**config.mk**
```make
export PLATFORM = sky130hd
export DESIGN_NAME = alu_share_arbiter
export DESIGN_NICKNAME = d
export VERILOG_FILES = /design/src/rtl/alu_share_arbiter.sv
export SDC_FILE = /design/constraint.sdc
export NUM_CORES = 1
export LEC_CHECK = 0
export CAP_MARGIN = 20
export CORE_MARGIN = 2
export CORE_UTILIZATION = 39
export DETAILED_ROUTE_END_ITERATION = 8
export GPL_ROUTABILITY_DRIVEN = 1
export GPL_TIMING_DRIVEN = 0
export PLACE_DENSITY = 0.82
export SYNTH_ARGS = -nofsm -noshare
export SYNTH_HDL_FRONTEND = slang
export SYNTH_SLANG_ARGS = --single-unit
```
**constraint.sdc**
```tcl
create_clock -name clk -period 2.32 [get_ports clk]
set_input_delay 0.464 -clock clk [delete_from_list [all_inputs] [get_ports clk]]
set_output_delay 0.464 -clock clk [all_outputs]
set_load 0.05 [all_outputs]
```
**src/rtl/alu_share_arbiter.sv**
```systemverilog
// rtl/alu_share_arbiter.sv - round-robin arbiter sharing one multicycle ALU between two lanes
module alu_share_arbiter #(
    parameter int LAT_SIMPLE = 1,
    parameter int LAT_MUL    = 2,
    parameter int LAT_DIV    = 6
) (
    input  logic        clk,
    input  logic        rst_n,
    input  logic [1:0]  req_valid,
    output logic [1:0]  req_ready,
    input  logic [3:0]  req_op0,
    input  logic [3:0]  req_op1,
    input  logic [23:0] req_a0,
    input  logic [23:0] req_a1,
    input  logic [23:0] req_b0,
    input  logic [23:0] req_b1,
    output logic [23:0] alu_reg1,
    output logic [23:0] alu_reg2,
    output logic [3:0]  alu_operation,
    input  logic [23:0] alu_result,
    input  logic [3:0]  alu_flags,
    output logic [1:0]  rsp_valid,
    output logic [23:0] rsp_result,
    output logic [3:0]  rsp_flags,
    output logic        rsp_dz,
    output logic        busy
);

    localparam logic [3:0] OP_MUL = 4'b0010;
    localparam logic [3:0] OP_DIV = 4'b0011;
    localparam logic [3:0] OP_MOD = 4'b0100;

    typedef enum logic {IDLE, BUSY} state_t;

    state_t      state;
    logic [7:0]  cnt;
    logic        owner;
    logic        last_grant;
    logic        grant;
    logic        accept;
    logic [3:0]  op_q;
    logic [23:0] a_q;
    logic [23:0] b_q;
    logic [3:0]  sel_op;
    logic [23:0] sel_a;
    logic [23:0] sel_b;

    // Settle cycles minus one, loaded into the countdown on accept.
    function automatic logic [7:0] lat_m1(input logic [3:0] op);
        case (op)
            OP_MUL:         return 8'(LAT_MUL - 1);
            OP_DIV, OP_MOD: return 8'(LAT_DIV - 1);
            default:        return 8'(LAT_SIMPLE - 1);
        endcase
    endfunction

    // Grant: a lone valid lane wins; on contention the lane that did not win last time wins.
    always_comb begin
        grant = 1'b0;
        case (req_valid)
            2'b10:   grant = 1'b1;
            2'b11:   grant = ~last_grant;
            default: grant = 1'b0;
        endcase
    end

    assign req_ready = (state == IDLE && req_valid != 2'b00) ? (grant ? 2'b10 : 2'b01) : 2'b00;
    assign accept    = (req_valid & req_ready) != 2'b00;
    assign sel_op    = grant ? req_op1 : req_op0;
    assign sel_a     = grant ? req_a1  : req_a0;
    assign sel_b     = grant ? req_b1  : req_b0;

    // The ALU always sees the operand registers, stale or not.
    assign alu_operation = op_q;
    assign alu_reg1      = a_q;
    assign alu_reg2      = b_q;
    assign busy          = (state != IDLE);

    // Accept, hold operands for the opcode's settle time, then capture and pulse the owner.
    always_ff @(posedge clk or negedge rst_n) begin
        if (!rst_n) begin
            state      <= IDLE;
            cnt        <= 8'd0;
            owner      <= 1'b0;
            last_grant <= 1'b1;
            op_q       <= 4'd0;
            a_q        <= 24'd0;
            b_q        <= 24'd0;
            rsp_valid  <= 2'b00;
            rsp_result <= 24'd0;
            rsp_flags  <= 4'd0;
            rsp_dz     <= 1'b0;
        end else begin
            rsp_valid <= 2'b00;
            case (state)
                IDLE: begin
                    if (accept) begin
                        op_q       <= sel_op;
                        a_q        <= sel_a;
                        b_q        <= sel_b;
                        owner      <= grant;
                        last_grant <= grant;
                        cnt        <= lat_m1(sel_op);
                        state      <= BUSY;
                    end
                end
                BUSY: begin
                    if (cnt == 8'd0) begin
                        rsp_result <= alu_result;
                        rsp_flags  <= alu_flags;
                        rsp_dz     <= (op_q == OP_DIV || op_q == OP_MOD) && (b_q == 24'd0);
                        rsp_valid  <= owner ? 2'b10 : 2'b01;
                        state      <= IDLE;
                    end else begin
                        cnt <= cnt - 8'd1;
                    end
                end
                default: state <= IDLE;
            endcase
        end
    end

endmodule

```
## Yosys cells after proc, flatten, opt, wreduce, memory -nomap -nowiden

Cells that the tools add are included.

- Input bits: 136
- Flip-flop bits (word level): 94
- Output and inout port bits: 86

- Muxes and demuxes: 16
- Reductions and logical operators: 11
- Bitwise operators: 3
- Add/subtract/negate cells: 1
- Equality and inequality tests: 9

Operators with widths:

| operator | count |
|---|---|
| $mux W24 | 2 |
| $logic_not A24 Y1 | 1 |
| $mux W8 | 2 |
| $pmux W8 S2 | 1 |
| $eq A4 B2 Y1 const B | 3 |
| $mux W2 | 5 |
| $eq A4 B3 Y1 const B | 2 |
| $logic_not A8 Y1 | 1 |
| $sub A8 B1 Y8 const B | 1 |
| $pmux W3 S2 | 1 |
| $reduce_and A2 Y1 | 3 |
| $eq A2 B2 Y1 const B | 2 |
| $mux W4 | 1 |
| $ne A2 B2 Y1 const B | 2 |
| $pmux W1 S2 | 2 |
| $reduce_bool A2 Y1 | 2 |
| $and A2 B2 Y2 | 1 |
| $logic_and A1 B1 Y1 | 2 |
| $mux W1 | 2 |
| $not A1 Y1 | 2 |
| $reduce_or A2 Y1 | 1 |
| $logic_or A1 B1 Y1 | 1 |

## Longest topological paths before layout

- Word-level depth: 8
- Mapped depth: 8
- Gate-level depth less buffers: 6

## Worst setup path before layout

Ideal clock, no wire load.

- Path type: register to output
- Start point: reg state (netlist: busy)
- End point: out req_ready[0]
- Arrival: 1,986 ps
- Setup slack: -130 ps
- Stages on the path, launching flop included: 6
- Cell sequence: dfrtp_1 -> clkbuf_1 -> o21bai_1 -> clkbuf_1 -> nor2_1 -> clkbuf_1

- Word-level cells in the longest chain between the ends: 3

Ends and longest elaborated chain:

| what | line | text |
|---|---|---|
| start, declared | 35 | `state_t state;` |
| start signal, assigned | 82 | `state <= IDLE;` |
| start signal, assigned | 104 | `state <= BUSY;` |
| start signal, assigned | 113 | `state <= IDLE;` |
| $not A1 Y1 (no line) | n/a |  |
| $logic_and A1 B1 Y1 | 67 | `assign req_ready = (state == IDLE && req_valid != 2'b00) ? (grant ? 2'b10 : 2'b01) : 2'b00;` |
| $mux W2 | 67 |  |
| end, declared | 10 | `output logic [1:0] req_ready,` |

Every way passes these cells.

## Worst setup path after layout

- Start point: reg cnt[3]
- End point: reg rsp_dz

- Word-level cells in the longest chain between the ends: 2

Ends and longest elaborated chain:

| what | line | text |
|---|---|---|
| start, declared | 36 | `logic [7:0] cnt;` |
| start signal, assigned | 103 | `cnt <= lat_m1(sel_op);` |
| start signal, assigned | 115 | `cnt <= cnt - 8'd1;` |
| $logic_not A8 Y1 | 108 | `if (cnt == 8'd0) begin` |
| $reduce_and A2 Y1 (no line) | n/a |  |
| end signal, assigned | 111 | `rsp_dz <= (op_q == OP_DIV \|\| op_q == OP_MOD) && (b_q == 24'd0);` |
| end, declared | 25 | `output logic rsp_dz,` |

Every way passes these cells.
A chain may end at the register's enable or synchronous reset.

==> run_results.csv <==
group,metric,value,unit
status,status,"finished clean",
routing,avgRoutedWirePerCell,15.58,um
clock_network,cts_root_buffer,"clkbuf_8",
routing,ant_nets,0,
timing,finClkSkew,0.01059,ns
critical_path,cp_cell_sequence,"or4_1, buf_2, or4_4, nor4_1, a21o_1",
timing,slew_viol_final,0,
place,gp_congestion,0.8281,
final_layout,fillers,847,
timing,min_period_over_period,95.25,%
timing,tns,0,ns
routing,drc,0,
clock_network,postCtsHoldBufs,0,
global_route,track_usage,22.47,%
floorplan,num_io_pins,222,
power_and_ir_drop,leakage,0.002975,uW
floorplan,coreArea,10280,um2
global_route,antenna_found_initial,0,
synthesis,ys_top_cells_by_count,"nand2_1 (193), dfrtp_1 (93), a22oi_1 (40), clkbuf_1 (22), nor2_1 (20)",
global_route,grt_overflow,0,
place,dp_hpwl,9.882,mm
floorplan,die_y,106.4,um
critical_path,cp_slowest_cell,"or4_4",
flow_run,drv_cap,0,
synthesis,yosysWarningCount,0,
synthesis,synth_area_leaders,"dfrtp_1 (57%), nand2_1 (18%), a22oi_1 (7.3%)",
clock_network,cts_buffers,9,
synthesis,synthFlopType,"dfrtp_1",
clock_network,clock_latency,0.36,ns
critical_path,startpoint_type,"flop",
floorplan,die_area,11330,um2
final_layout,num_antenna_cells,0,
synthesis,async_flop_share,100.0,%
synthesis,syn_area_per_cell,9.133,um2
synthesis,seq_area_frac_synth,57.52,%
clock_network,htree_levels,3,
clock_network,clockBufferDepth,2,
synthesis,synth_cells,448,
critical_path,worst_ep_required_time,2.62,ns
min_path,worstHoldPathType,"in -> async",
timing,setup_ws,0.1101,ns
routing,num_vias,4160,
synthesis,ys_ff_latch,94,
timing,setup_viol,0,
synthesis,synth_edf_count,0,
final_layout,syn2layout_area_growth,64.65,%
global_route,grt_max_degree,55,
clock_network,cts_tree,"yes",
synthesis,syn-num-nets,585,
floorplan,fp.dieW,106.4,um
timing,rsz0062_at_grt,"no",
synthesis,synth.cell_area,4091,um2
critical_path,arrival,2.51,ns
routing,dr.pass1.iters,4,
global_route,grt_pass1_wl,20.07,mm
final_layout,utilization,65.55,%
routing,drt-total-wl,12.80,mm
clock_network,clock-sinks,94,
place,dp.cells,806,
floorplan,start_util,39.81,%
place,io_buffers,221,
timing,relSlewSlack,58.97,%
critical_path,cp_slowest_stage_delay,0.53,ns
critical_path,worst_setup_path_end_kind,"flop",
timing,hold_viol,0,
floorplan,num_rows,37,
routing,detail_route.iter0.violations,223,
final_layout,fin_nets,819,
synthesis,yosysTopAreaCell,"dfrtp_1",
final_layout,final_area,6736,um2
synthesis,synthDominantCellAreaShare,56.88,%
synthesis,synth_cell_types,40,
clock_network,clk_pin_slew,0.09,ns
global_route,grt_pass1_vias,4225,
power_and_ir_drop,ir_worst_vdd,0.8959,mV
final_layout,stdcell_count,822,
place,place_area,6500,um2
timing,worstMarginPinSlew,0.6132,ns
place,dp_slack,-1.324,ns
critical_path,path_class,"reg -> reg",
power_and_ir_drop,powerDensity,1471,nW/um2
timing,fmax,452.5,MHz
routing,via_per_inst,5.061,
timing,finalCriticalPeriod,2.210,ns
critical_path,crit_fanout,7,
final_layout,drive_gt1_share,5.831,%
synthesis,yosysMostFrequentCell,"nand2_1",
==> critical path, delay by kind of cell, from the launching register on <==
family                 cells  cell delay [ns]
AOI/OAI and AO/OA          1             0.12
buffers and inverters      1             0.19
DFF                        1             0.45
and+or+nand+nor            3             1.41
==> kinds of logic after synthesis <==
kind of cell | share of synthesized area, %
AND/OR/NAND/NOR | 24.80
flip-flops | 57.52
AO/OA/AOI/OAI | 14.31
buffers and inverters | 3.058
adder cells (fa/ha/maj) | 0.3058
==> final timing paths <==
kind	endpoint	start	slack (ns)	cells after the start
min in group clk	rsp_result[10]	rsp_result[10]	0.47	2
max in group asynchronous	last_grant	rst_n	1.51	2
hold reg to reg	rsp_result[10]	rsp_result[10]	0.47	2
hold / removal	rsp_result[8]	rst_n	0.09	1
setup reg to reg	rsp_dz	cnt[3]	0.11	5
setup / recovery	rsp_dz	cnt[3]	0.11	5
==> cell type report <==
type	count	area (um2)	area share (%)
plain buffers	24	121.4	1.802
clock buffers	12	155.1	2.303
clock inverters	3	20.02	0.2972
inverters	4	15.01	0.2229
multi-input cells	325	1640	24.35
flip-flops and latches	94	2355	34.96
well taps	136	170.2	2.526
repair buffers	224	2260	33.54
==> cell usage in the layout (no fill, tap or decap), drive strengths merged, types with 2 or more instances in the layout <==
master	synthesis	routed
a21o	3	3
a21oi	7	7
a22oi	40	40
a31oi	14	14
buf	3	10
clkbuf	22	32
clkdlybuf4s50	0	216
clkinvlp	0	2
dfrtp	93	93
dlymetal6s2s	0	2
inv	4	4
nand2	193	193
nand2b	3	3
nor2	20	20
nor3	3	3
nor4	8	8
o21ai	3	3
o31a	2	2
o31ai	2	2
or3	5	5
or3b	2	2
or4	3	3
==> sequential cells by signal, summed over array words and instances, names as in the netlist <==
register / cells
alu_reg1: 24
alu_reg2: 24
rsp_result: 24
cnt: 8
alu_operation: 4
rsp_flags: 4
rsp_valid: 2
busy: 1
last_grant: 1
owner: 1
rsp_dz: 1
==> repair_timing <==
item                                    CTS  global route
resized for setup                        25            12
setup buffers                             2             0
pin swaps                                 2             0
gates cloned                              0             0
endpoints found under the setup margin    2            33
==> per-stage QoR <==
stage / hold WS (ns) / power [uW]
floorplan: 0.1684 / 6735
detailed placement: 0.4549 / 8941
global placement: 0.4497 / 8791
CTS: 0.09537 / 9976
finish: 0.09256 / 9908
global route: 0.1157 / 10470
==> where the power goes <==
group / internal [uW] / total, uW / switching, uW
sequential: 2450 / 3020 / 571
clock: 441 / 992 / 551
combinational: 2070 / 5890 / 3820
==> metal layers <==
| metal | vias to the layer above | global-route usage [%] | part of all wire (%) |
|---|---|---|---|
| li1 | 1990 | - | - |
| met2 | 173 | 38.97 | 49 |
| met5 | - | 0 | 0 |
| met1 | 1973 | 26.02 | 39 |
| met4 | 0 | 7.143 | 2.2 |
| met3 | 24 | 7.909 | 9.2 |
No activity file was read; power rests on OpenSTA's default activity.
